## config.mk

```make
export PLATFORM = sky130hd
export DESIGN_NAME = psum_bias_server
export DESIGN_NICKNAME = d
export VERILOG_FILES = /design/src/rtl/psum_bias_server.sv
export SDC_FILE = /design/constraint.sdc
export NUM_CORES = 1
export LEC_CHECK = 0
export CAP_MARGIN = 5
export CORE_ASPECT_RATIO = 0.9
export CORE_MARGIN = 1.5
export CORE_UTILIZATION = 55
export DETAILED_ROUTE_END_ITERATION = 10
export HOLD_SLACK_MARGIN = 0.12
export PLACE_DENSITY = 0.87
export RECOVER_POWER = 25
export SETUP_SLACK_MARGIN = 0.15
export SLEW_MARGIN = 20
export SYNTH_ARGS = -nofsm -noshare
export SYNTH_HDL_FRONTEND = slang
export SYNTH_SLANG_ARGS = --single-unit
```

## constraint.sdc

```tcl
create_clock -name clk -period 5.2 [get_ports clk]
set_input_delay 0.52 -clock clk [delete_from_list [all_inputs] [get_ports clk]]
set_output_delay 0.52 -clock clk [all_outputs]
set_load 0.01 [all_outputs]
```

## src/rtl/psum_bias_server.sv

```systemverilog
// psum_bias_server
// Bias source and output sink for a single PU. Pass 0 serves init_bias.
// Later channel passes serve the partial sums captured in the previous pass.
// After the last pass the NUM_OUT results are drained downstream, with an
// optional ReLU applied on the way out.
`timescale 1ns/1ps

module psum_bias_server #(
    parameter int N_PIXELS = 5,
    parameter int CH_WIDTH = 8,
    parameter bit RELU_EN  = 1'b1
) (
    input  logic                clk,
    input  logic                rst,
    input  logic                start,
    input  logic [CH_WIDTH-1:0] num_channels,
    input  logic signed [31:0]  init_bias,
    input  logic                bias_pop_req,
    output logic signed [31:0]  biasValue,
    output logic                biasValid,
    input  logic signed [31:0]  pu_out,
    input  logic                pu_outvalid,
    output logic                pu_clear,
    output logic signed [31:0]  res_data,
    output logic                res_valid,
    input  logic                res_ready,
    output logic                busy,
    output logic                done,
    output logic                proto_err
);

    localparam int N_OUT   = N_PIXELS - 2;
    localparam int NUM_OUT = N_OUT * N_OUT;
    localparam int PTR_W   = $clog2(NUM_OUT + 1);

    localparam logic [PTR_W-1:0] LAST_IDX = PTR_W'(NUM_OUT - 1);
    localparam logic [PTR_W-1:0] FULL_IDX = PTR_W'(NUM_OUT);

    typedef enum logic [2:0] {
        S_IDLE,
        S_CLR,
        S_ACCUM,
        S_DRAIN,
        S_DONE
    } state_t;

    state_t state, state_d;

    logic [PTR_W-1:0]    rd_ptr;    // pop index in ACCUM, drain index in DRAIN
    logic [PTR_W-1:0]    wr_ptr;
    logic [CH_WIDTH-1:0] ch_cnt;    // completed passes
    logic [CH_WIDTH-1:0] channels;
    logic signed [31:0]  init_q;
    logic signed [31:0]  psum_buf [NUM_OUT];

    logic pop_ok, pop_bad, cap_ok, cap_bad, pass_end, more_passes;
    logic drain_acc, drain_last;

    assign pop_ok      = (state == S_ACCUM) && bias_pop_req && (rd_ptr != FULL_IDX);
    assign pop_bad     = bias_pop_req && !pop_ok;
    assign cap_ok      = (state == S_ACCUM) && pu_outvalid;
    assign cap_bad     = pu_outvalid && (state != S_ACCUM);
    assign pass_end    = cap_ok && (wr_ptr == LAST_IDX);
    assign more_passes = ({1'b0, ch_cnt} + (CH_WIDTH+1)'(1)) < {1'b0, channels};
    assign drain_acc   = (state == S_DRAIN) && res_ready;
    assign drain_last  = drain_acc && (rd_ptr == LAST_IDX);

    assign pu_clear  = (state == S_CLR);
    assign busy      = (state != S_IDLE);
    assign done      = (state == S_DONE);
    assign res_valid = (state == S_DRAIN);

    // State register.
    always_ff @(posedge clk) begin
        // NOTE: non-blocking assignment for every clocked register so all flops update together at the edge.
        if (rst) state <= S_IDLE;
        else     state <= state_d;
    end

    // Next-state logic.
    always_comb begin
        // NOTE: default first so no path leaves state_d unassigned (otherwise a latch is inferred).
        state_d = state;
        unique case (state)
            S_IDLE:  if (start) state_d = S_CLR;
            S_CLR:   state_d = S_ACCUM;
            S_ACCUM: if (pass_end) state_d = more_passes ? S_CLR : S_DRAIN;
            S_DRAIN: if (drain_last) state_d = S_DONE;
            S_DONE:  state_d = S_IDLE;
            default: state_d = S_IDLE;
        endcase
    end

    // Job registers, pointers, bias serving and the sticky protocol flag.
    always_ff @(posedge clk) begin
        if (rst) begin
            rd_ptr    <= '0;
            wr_ptr    <= '0;
            ch_cnt    <= '0;
            channels  <= '0;
            init_q    <= '0;
            biasValue <= '0;
            biasValid <= 1'b0;
            proto_err <= 1'b0;
        end else begin
            biasValid <= 1'b0;

            if ((state == S_IDLE) && start) begin
                channels  <= (num_channels == '0) ? CH_WIDTH'(1) : num_channels;
                init_q    <= init_bias;
                ch_cnt    <= '0;
                proto_err <= 1'b0;
            end

            if (state == S_CLR) begin
                rd_ptr <= '0;
                wr_ptr <= '0;
            end

            // A same-cycle capture to the same index lands after this read,
            // so the served value is always the previous pass's entry.
            if (pop_ok) begin
                biasValid <= 1'b1;
                biasValue <= (ch_cnt == '0) ? init_q : psum_buf[rd_ptr];
                rd_ptr    <= rd_ptr + PTR_W'(1);
            end

            if (cap_ok) begin
                wr_ptr <= wr_ptr + PTR_W'(1);
                if (pass_end) begin
                    if (more_passes) ch_cnt <= ch_cnt + CH_WIDTH'(1);
                    else             rd_ptr <= '0;  // rd_ptr becomes the drain index
                end
            end

            if (drain_acc) rd_ptr <= rd_ptr + PTR_W'(1);

            if (pop_bad || cap_bad) proto_err <= 1'b1;
        end
    end

    // Partial-sum buffer write port.
    always_ff @(posedge clk) begin
        // NOTE: storage array is not reset; every entry is written in pass 0 before it is ever read.
        if (cap_ok) psum_buf[wr_ptr] <= pu_out;
    end

    // Drain output with optional ReLU; forced to zero outside DRAIN.
    always_comb begin
        res_data = '0;
        if (state == S_DRAIN) begin
            if (RELU_EN && psum_buf[rd_ptr][31]) res_data = '0;
            else                                 res_data = psum_buf[rd_ptr];
        end
    end

endmodule
```

* Yosys cells after proc, flatten, opt, wreduce, memory -nomap -nowiden
Memories as Yosys holds them, arrays and structs flattened. A register that Yosys moved wholly into a read port is not among the register bits.
Cells that the tools add are included.
** Storage, ports and cells
- Bits in registers :: 93
- Bits in writable memories :: 288
- Word-level logic and storage cells :: 71
- Memories :: 1
** Memory list
- psum_buf :: words 9, bits a word 32, read ports 1, clocked after memory_dff 1, wr ports 1, line 54 : logic signed [31:0] psum_buf [NUM_OUT];
** Cells by class
- Add/subtract/negate cells :: 4
- Order comparisons :: 1
- Eq/ne operators :: 11
- Muxes and demuxes :: 27
- Reductions and logical operators :: 18
** Operators by type and width (count)
- 31-bit two-way mux :: 2
- 8-bit two-way mux :: 5
- 4-bit two-way mux :: 9
- 32-bit two-way mux :: 1
- 8-bit zero test :: 2
- 3-bit one-hot mux with 4 select lines :: 1
- 8-bit by 1-bit adder with 9-bit output, second input constant :: 1
- 1-bit logical AND :: 9
- 9-bit by 8-bit less-than comparator with 1-bit output :: 1
- 3-bit two-way mux :: 3
- 4-bit by 1-bit adder with 4-bit output, second input constant :: 2
- 8-bit by 1-bit adder with 8-bit output, second input constant :: 1
- 4-bit == test, second input constant :: 2
- 3-bit by 2-bit == test with 1-bit output, second input constant :: 2
- 1-bit two-way mux :: 5
- 2-bit != test, second input constant :: 2
- 4-bit != test, second input constant :: 1
- 2-bit nonzero test :: 2
- 3-bit by 1-bit == test with 1-bit output, second input constant :: 1
- 3-bit == test, second input constant :: 1
- 3-bit zero test :: 1
- 3-bit by 2-bit != test with 1-bit output, second input constant :: 1
- 3-bit AND reduction :: 1
- 3-bit nonzero test :: 1
- other kinds (4) :: 4

* Logic depth before layout (Yosys ltp)
- Depth in word-level cells :: 9
- Mapped depth :: 10
- Depth with buffers taken out :: 10

* Worst setup path before layout
OpenSTA, ideal clock, no wires.
- Kind :: register to register
- Start point :: register state[2]
- End point :: memory psum_buf[5][0] (enable)
- Arrival :: 2102 ps
- Data required time :: 4808 ps
- Setup slack :: 2706 ps
- Cell stages (with the launch flop) :: 6
- Buffers on the path :: 1
- Path through :: dfxtp_1 buf_4 nor3b_1 nand2_1 nor3b_1 and2_1
** On the way
- Longest elaborated chain between the ends :: 4
** RTL lines
- start, declared :: line 47 : state_t state, state_d;
- start signal, assigned :: line 77 : else state <= state_d;
- 3-bit by 2-bit == test with 1-bit output :: line 61 : assign cap_ok = (state == S_ACCUM) && pu_outvalid;
- 1-bit logical AND :: line 61
- 1-bit two-way mux :: line 145 : if (cap_ok) psum_buf[wr_ptr] <= pu_out;
- 1-bit two-way mux (not written as such) :: line 145
- end, declared :: line 54
Every way passes these cells.

==> summary.txt <==
Status
  • Status: complete, no violations

Logic synthesis
  • FFs w/ async S/R, synth: 0%
  • Synth area leader: edfxtp_1
  • Post-synth EDFFs: 288
  • Synth Area in Compound Gates: 10.8%
  • Largest family of logic cells by synthesized area: compound AO/OA/AOI/OAI gates
  • Top cells by area, synth: edfxtp_1, dfxtp_1, mux2i_1
  • Most instantiated cells after synthesis: edfxtp_1, mux2i_1, nand2_1
  • Number of synthesized register bits: 381
  • Post-Synth XOR/XNOR Area: 0.404%
  • Sequential element share of the synthesized area: 69.2%
  • Synth warnings: 0
  • Yosys cell types: 53
  • Top-area cell type share of the netlist area: 56.9%
  • Synth Area in Adders: 1.32%
  • Mapped Area: 0.0152 mm²
  • Mean post-synth cell area: 13.9 µm²
  • Most common cell in the netlist: edfxtp_1
  • Simple-gate portion of the synthesized area: 6.77%
  • Post-synthesis mux area share: 8.78%
  • Synth Net Count: 1184
  • Main synth FF type: edfxtp_1
  • Mapped Cells: 1090

Place
  • Final Wtd Congestion: 0.872
  • Port bufs: 146
  • Post-place setup slack: 1540 ps
  • Dpl hpwl: 23.0 mm

STA
  • Endpoints failing setup: 0
  • Slew Viols, Final: 0
  • Tightest Pin Transition: 1020 ps
  • Clk_skew: 30.3 ps
  • Slew HR: 31.7%
  • Maximum clock frequency: 235 MHz
  • Worst hold slack: 452 ps
  • Post-route setup slack: 947 ps
  • Setup TNS: 0 ps
  • RSZ-0062 raised after global routing: false
  • Final Critical Period: 4250 ps
  • Post-route clock period utilization: 81.8%
  • Final hold violation count: 0

Global route
  • Met3 Track Usage GR: 5.26%
  • Initial antenna violation count: 5
  • Largest net degree at the start of global routing: 49
  • Gr usage total: 26.1%
  • Met1 usage: 34.8%
  • Grt total ovfl: 0
  • Met2 usage in global routing: 42.1%
  • Vias in the first global route: 9696
  • Most Crowded Layer GR: met2
  • First-pass GRT wire length: 56.1 mm

Setup path
  • Crit end category: primary output
  • CP Launch Type: flop
  • WP buf/inv: 2
  • Worst reg-to-reg path cell count: 7
  • Max incr delay on CP: 660 ps
  • CP max-delay cell: dfxtp_4
  • Crit path arrival time: 3730 ps
  • Worst-path fanout max: 27
  • CP Cell Sequence: mux4_2 > o21ai_0 > nand3_1 > buf_4 > nor2_1 > clkdlybuf4s50_1
  • Worst R2R End: biasValue[4]$_SDFFE_PP0P_
  • Worst r2r src: rd_ptr[0]$_SDFF_PP0_
  • Worst R2R Setup Slack: 1830 ps
  • Cell family with most CP delay: buffers and inverters
  • CP Class: flop to primary output
  • CP required: 4680 ps

Finish
  • FF+latch area: 0.0105 mm²
  • Area growth, synth to finish: 19.3%
  • Final Net Count: 1321
  • Multi-input gate area: 0.00430 mm²
  • Share of cells above drive strength 1: 7.49%
  • Fillers: 1791
  • Post-layout util: 66.9%

Hold path
  • Worst hold start: rst
  • Hold depth: 2
  • Hold Crit Class: input port to flop
  • Hold EP: init_q[8]$_SDFFE_PP0P_

Routing
  • Vias per cell: 6.16
  • ANT nets after route: 0
  • Routed WL: 37.5 mm
  • Drt pass-1 iters: 5
  • DRC: 0
  • Wire length per cell: 23.3 µm
  • 1st-iter DRT viols: 1233
  • Total number of vias: 9922

Clock tree
  • Setup bufs post-CTS: 0
  • CTS max path bufs: 3
  • CTS root buf: clkbuf_16
  • CTS Hold Bufs: 0
  • Worst skew pair latency: 530 ps
  • CTS buffer count: 38
  • TritonCTS clock tree: yes
  • Clock sink total: 381
  • Number of H-tree levels: 2
  • Post-cts sizing count: 0
  • Clk slew on worst S/H paths: 60 ps

Power
  • Maximum vdd ir drop: 0.228 mV
  • Pwr Density: 381 mW/mm²
  • Leakage: 5.93 nW

Floorplan
  • IO Pins: 148
  • Die ar.: 0.0286 mm²
  • Starting Density: 56.0%
  • Die Ht: 161 µm
  • # rows: 57
  • Die Width: 178 µm
  • Core Area: 0.0271 mm²

Job
  • Max-cap violations: 0
cells by family after synthesis:
kind of cell / count (synthesis)
flops: 381
compound gates: 235
simple gates: 230
mux: 132
buf+inv: 88
fa+ha+maj: 16
xor+xnor: 7
other cells: 1
worst register-to-register path, stage by stage (launching register included):
cell and delay [ps]:
dfxtp_4 660, buf_4 760, ha_1 320, nand3b_1 110
and3_1 260, nor2_2 500, buf_4 460, a22o_1 220
how the worst max path moves through the flow:
stage                               start                       end  depth (start not counted)
finish               rd_ptr[0]$_SDFF_PP0_              res_data[10]                          6
global route         rd_ptr[0]$_SDFF_PP0_               res_data[5]                          6
detailed placement   rd_ptr[0]$_SDFF_PP0_              res_data[10]                          6
CTS                  rd_ptr[0]$_SDFF_PP0_              res_data[10]                          6
floorplan           state[2]$_SDFFE_PP0P_  psum_buf[5][0]$_DFFE_PP_                          5
global placement     rd_ptr[0]$_SDFF_PP0_              res_data[14]                          6
layout make-up:
type | count | area share (%)
clock buffer | 61 | 6.22
tap | 354 | 2.44
inverter | 16 | 0.331
clock inverter | 7 | 0.242
sequential | 381 | 58.0
timing repair buffer | 169 | 8.99
multi-input combinational | 621 | 23.7
antenna | 3 | 0.0414
registers in the layout (all words and copies together) (netlist names):
| name | cells |
|---|---|
| ch_cnt | 8 |
| channels | 8 |
| init_q | 32 |
| wr_ptr | 4 |
| biasValue | 32 |
| biasValid | 1 |
| state | 3 |
| proto_err | 1 |
| psum_buf | 288 |
| rd_ptr | 4 |
through the flow:
step / instances / total power (W) / cell area (µm²)
6_report: 1612 / 0.00690 / 18100
2_1_floorplan: 1090 / 0.00403 / 15200
3_5_place_dp: 1541 / 0.00439 / 16900
5_1_grt: 1611 / 0.00711 / 18100
3_3_place_gp: 1541 / 0.00436 / 16900
4_1_cts: 1609 / 0.00691 / 18100
per-layer routing:
metal / vias to the layer above / part of all wire [%]
met5: - / 0.075
met4: 4 / 3.6
met3: 100 / 9.0
met2: 574 / 48
met1: 4837 / 39
li1: 4407 / -
power by group:
part,switching (W),internal (W)
clock network,0.00107,0.00148
registers,0.0000780,0.00337
logic,0.000562,0.000337
cell usage in the layout (no fill, tap or decap), types with 4 or more instances in the layout:
cell type / n
a22oi_1: 62
clkbuf_1: 14
nand3_1: 10
and2_1: 12
a221oi_1: 32
a21oi_1: 84
inv_1: 16
mux2i_1: 131
nor2_1: 71
nor3b_1: 5
clkbuf_16: 38
nand2_1: 98
buf_4: 23
nor3_1: 7
clkdlybuf4s50_1: 123
clkbuf_8: 9
o21ai_0: 7
edfxtp_1: 288
clkinv_2: 4
dfxtp_1: 90
xnor2_1: 6
ha_1: 16
a22o_1: 31
dlygate4sd3_1: 22
Note: power is estimated with default switching activity, not from simulation.
==> RTL edit 1: new RTL, same flow settings <==
The parameter `CH_WIDTH` goes from 8 to 10.
--- a/src/rtl/psum_bias_server.sv
+++ b/src/rtl/psum_bias_server.sv
@@ -7,7 +7,7 @@
 
 module psum_bias_server #(
     parameter int N_PIXELS = 5,
-    parameter int CH_WIDTH = 8,
+    parameter int CH_WIDTH = 10,
     parameter bit RELU_EN  = 1'b1
 ) (
     input  logic                clk,
Ports: changed (resized num_channels); port bits go from 148 to 150. No check against the original RTL was run, so the function may have changed too.
==> RTL edit 1 against the original RTL <==
  * Cell area rose by 2.5%
  * Worst setup slack improved by 150 ps
  * Area after synthesis rose by 3.2%
  * Wire length rose by 2.6%
  * Cell count fell by 2.5%
  * Sequential cell count rose by 4
  * Hold slack improved by 2.4 ps
  * Critical endpoint is now res_data[30]
  * Largest cell class unchanged
Power is not compared: it rests on default switching activity, and its combinational part moved more than twofold at a synthesized area within 25%.
==> RTL edit 1: results <==
metrics = {
    "outcome": {
        "status": "complete, no violations",
    },
    "route": {
        "drt_iter0_markers": 1108,
        "viasPerCell": 6.25,
        "wl_per_cell_um": 24.5,
    },
    "setup_path": {
        "worst_path_largest_cell_delay_ps": 760,
        "cp_max_fo": 34,
        "cp_data_arrival_time_ps": 3590,
    },
    "global_route": {
        "antenna_found_initial": 6,
        "grt_max_degree": 69,
        "grt_pass1_wl_um": 58200,
        "grt_util_met1": 0.355,
        "use_met3": 0.0553,
        "grt_pass1_vias": 9875,
        "grt_use_total": 0.264,
        "gr-usage-met2": 0.420,
    },
    "yosys": {
        "synth_fp_nets": 1143,
        "synth_compound_area_frac": 0.0727,
        "synthXorXnorAreaFrac": 0.00559,
        "muxShareOfSynthArea": 0.122,
        "netlist_top_cells_area": "edfxtp_1 55%, dfxtp_1 12%, mux4_2 7.5%, nand2_1 4.0%, mux2i_1 2.7%",
        "yosysUniqueCellTypes": 60,
        "synth_common_cells": "288 x edfxtp_1, 166 x nand2_1, 97 x dfxtp_1",
        "synthAdderAreaFrac": 0.0144,
        "synth-seq-area-share": 0.676,
    },
    "layout": {
        "fillCellCount": 1830,
        "multi_input_gates": 574,
        "clkCellAreaFrac": 0.0667,
        "multi_input_area_sq_mm": 0.00466,
        "non_clock_inverter_count": 20,
        "nClkBuffers": 52,
        "antenna_cells": 4,
        "regArea_sq_mm": 0.0106,
        "final_nets": 1275,
        "signal_buffers": 157,
        "layout-drive-gt1-share": 0.118,
        "buf_share": 0.0831,
    },
    "hold_path": {
        "hp-class": "flop to flop",
    },
    "clock_network": {
        "cts_resized": 0,
        "cts_buffers": 39,
        "cts.sinks": 385,
        "clk_path_buf_depth": 3,
        "clock_latency_ps": 550,
    },
    "pwr": {
        "power_frac_comb": 0.066,
    },
    "timing": {
        "max_slew.worst_pin.slew_ps": 1150,
        "fin_skew_ps": 28.2,
    },
    "placed_design": {
        "hpwl_um": 21900,
        "routabilityCongestion": 0.830,
        "dp_slack_ps": 1700,
        "io_buffers": 148,
    },
}
## RTL edit 1: changes by cell type in the layout (fill, tap and decap cells not counted), sizes merged, moves of 32 or more
cell / change
mux4: +63
a21oi: -34
nand2: +67
mux2i: -89
o221ai: +32
nor2: -66
a22oi: -62
## RTL edit 1: tightest hold or removal path, delay by kind of cell, from the launching register on
kind	cells	cell delay [ps]
AND/OR/NAND/NOR	1	50
AO/OA/AOI/OAI	1	50
flip-flops	1	310
## RTL edit 1: per-layer routing
metal	wire (um)	up-vias	part of all wire
met5	11	-	0.00029
met1	15200	4863	0.40
li1	-	4265	-
met4	1310	2	0.034
met2	18300	605	0.48
met3	3640	97	0.094
## RTL edit 1: metrics by stage
stage | cells | utilization | cell area, sq um | hold WS, ps
floorplan | 1045 | - | 15700 | 435
global placement | 1496 | 0.619 | 17300 | 443
detailed placement | 1496 | 0.619 | 17300 | 448
CTS | 1568 | 0.663 | 18600 | 458
global route | 1570 | 0.663 | 18600 | 475
finish | 1572 | 0.663 | 18600 | 455
## RTL edit 1: worst paths after layout
kind                           startpoint                 endpoint  slack [ps]  depth (start not counted)
setup / recovery     rd_ptr[1]$_SDFF_PP0_             res_data[30]        1090                          6
setup reg to reg     ch_cnt[2]$_SDFF_PP0_     ch_cnt[9]$_SDFF_PP0_        2270                         10
hold / removal    init_q[18]$_SDFFE_PP0P_  init_q[18]$_SDFFE_PP0P_         450                          2
hold reg to reg   init_q[18]$_SDFFE_PP0P_  init_q[18]$_SDFFE_PP0P_         450                          2
## RTL edit 1: kinds of logic after synthesis
| logic type | Yosys count |
|---|---|
| flip-flops | 385 |
| multiplexers | 107 |
| XOR/XNOR | 10 |
| adder cells (fa/ha/maj) | 18 |
| other | 1 |
| buffers and inverters | 86 |
| AND/OR/NAND/NOR | 271 |
| AO/OA/AOI/OAI | 167 |
==> RTL edit 2: new RTL, config.mk and constraints unchanged <==
Without the edit above. Register the output `proto_err` once more, with the module's reset; this adds one clock of latency there. The other outputs are not delayed to match.
--- a/src/rtl/psum_bias_server.sv
+++ b/src/rtl/psum_bias_server.sv
@@ -43,6 +43,8 @@
         S_DRAIN,
         S_DONE
     } state_t;
+
+    logic proto_err_s0;
 
     state_t state, state_d;
 
@@ -101,7 +103,7 @@
             init_q    <= '0;
             biasValue <= '0;
             biasValid <= 1'b0;
-            proto_err <= 1'b0;
+            proto_err_s0 <= 1'b0;
         end else begin
             biasValid <= 1'b0;
 
@@ -109,7 +111,7 @@
                 channels  <= (num_channels == '0) ? CH_WIDTH'(1) : num_channels;
                 init_q    <= init_bias;
                 ch_cnt    <= '0;
-                proto_err <= 1'b0;
+                proto_err_s0 <= 1'b0;
             end
 
             if (state == S_CLR) begin
@@ -135,7 +137,7 @@
 
             if (drain_acc) rd_ptr <= rd_ptr + PTR_W'(1);
 
-            if (pop_bad || cap_bad) proto_err <= 1'b1;
+            if (pop_bad || cap_bad) proto_err_s0 <= 1'b1;
         end
     end
 
@@ -154,4 +156,12 @@
         end
     end
 
+    always_ff @(posedge clk) begin
+        if (rst) begin
+            proto_err <= '0;
+        end else begin
+            proto_err <= proto_err_s0;
+        end
+    end
+
 endmodule
Formal check against the unedited RTL: not equivalent (a bounded check fails within 4 cycles, from zero or initial values and one cycle with rst high).
==> RTL edit 2 against the original RTL <==
  * Cell area is 0.21% lower
  * Critical path depth unchanged
  * Area after synthesis about the same
  * Clock power about the same
  * Total power down 3.6%
  * Worst setup slack better by 76 ps
  * Hold slack gained 2.9 ps
  * Sequential cell count increased by 1
  * Combinational power decreased by 25%
  * Critical path type unchanged
  * Wire length down 4.5%
  * Die area about the same
==> RTL edit 2: results <==
metrics = {
    "outcome": {
        "status": "complete, no violations",
    },
    "timing": {
        "fin_skew_ps": 22.9,
        "slew_headroom": 0.236,
    },
    "setup_path": {
        "cpLargestDelayFamily": "compound AO/OA/AOI/OAI gates",
        "cpMaxStageDelayCell": "dfxtp_4",
        "cp_max_fo": 31,
    },
    "layout": {
        "area_growth_pct": 19.2,
        "multi_input_gates": 525,
        "clkCellAreaFrac": 0.0625,
        "seq_cell_count": 382,
        "regArea_sq_mm": 0.0105,
        "buf_share": 0.0851,
        "nClkBuffers": 56,
        "multi_input_area_sq_mm": 0.00435,
        "non_clock_inverter_count": 20,
        "final_cells": 1508,
        "final_nets": 1217,
        "fillCellCount": 1741,
    },
    "route": {
        "drt_first_pass_iters": 5,
        "wl_met3_um": 2760,
        "wl_met2_um": 17900,
        "viasPerCell": 6.11,
        "drt_iter0_markers": 816,
        "met1Wirelength_um": 14100,
        "wl_um": 35900,
    },
    "yosys": {
        "synth_compound_area_frac": 0.0816,
        "synthXorXnorAreaFrac": 0.00404,
        "synth_cells": 988,
        "synth_edf_count": 288,
        "synth_fp_nets": 1082,
        "synthAdderAreaFrac": 0.0132,
        "synth_top_family_by_area": "multiplexers",
        "synth-seq-area-share": 0.694,
        "netlist_top_cells_area": "edfxtp_1 57%, dfxtp_1 12%, mux4_2 9.5%, nand2_1 3.2%, mux2i_1 1.9%",
        "yosysUniqueCellTypes": 57,
        "muxShareOfSynthArea": 0.115,
        "synth_common_cells": "288 x edfxtp_1, 129 x nand2_1, 94 x dfxtp_1",
    },
    "placed_design": {
        "hpwl_um": 20100,
        "placed_area_sq_mm": 0.0169,
        "dp_slack_ps": 1560,
        "dp.cells": 1438,
        "routabilityCongestion": 0.800,
    },
    "global_route": {
        "use_met3": 0.0490,
        "grt_util_met1": 0.339,
        "grt_pass1_wl_um": 54800,
        "gr-usage-met2": 0.426,
        "grt_use_total": 0.258,
        "antenna_found_initial": 3,
        "grt_pass1_vias": 9564,
    },
    "clock_network": {
        "cts_buffers": 37,
        "clk_pin_slew_ps": 60,
    },
    "pwr": {
        "p_int_mw": 5.08,
        "ir_worst_vdd_mv": 0.208,
        "power_frac_comb": 0.101,
        "combinationalPower_mw": 0.672,
        "power.leakage_nw": 6.25,
    },
    "hold_path": {
        "hp-class": "flop to flop",
    },
    "floorplanning": {
        "die_x_um": 178,
    },
}
==> RTL edit 2: changes by cell type in the layout (fill, tap and decap cells not counted), sizes merged, moves of 7 or more <==
cell / change
mux2i: -102
mux4: +63
nor2: -61
a22oi: -58
a221oi: -32
a21oi: -31
nand2: +31
o21ai: +31
nor2b: +29
a21o: +28
buf: -12
o2111ai: +8
o31ai: +7
==> RTL edit 2: final timing paths <==
path / startpoint / endpoint / slack, ps / cells past startpoint
worst min-delay path: init_q[25]$_SDFFE_PP0P_ / init_q[25]$_SDFFE_PP0P_ / 460 / 2
worst max register to register: ch_cnt[0]$_SDFF_PP0_ / ch_cnt[2]$_SDFF_PP0_ / 1950 / 10
worst max-delay path: rd_ptr[0]$_SDFF_PP0_ / res_data[25] / 1020 / 6
worst min register to register: init_q[25]$_SDFFE_PP0P_ / init_q[25]$_SDFFE_PP0P_ / 460 / 2
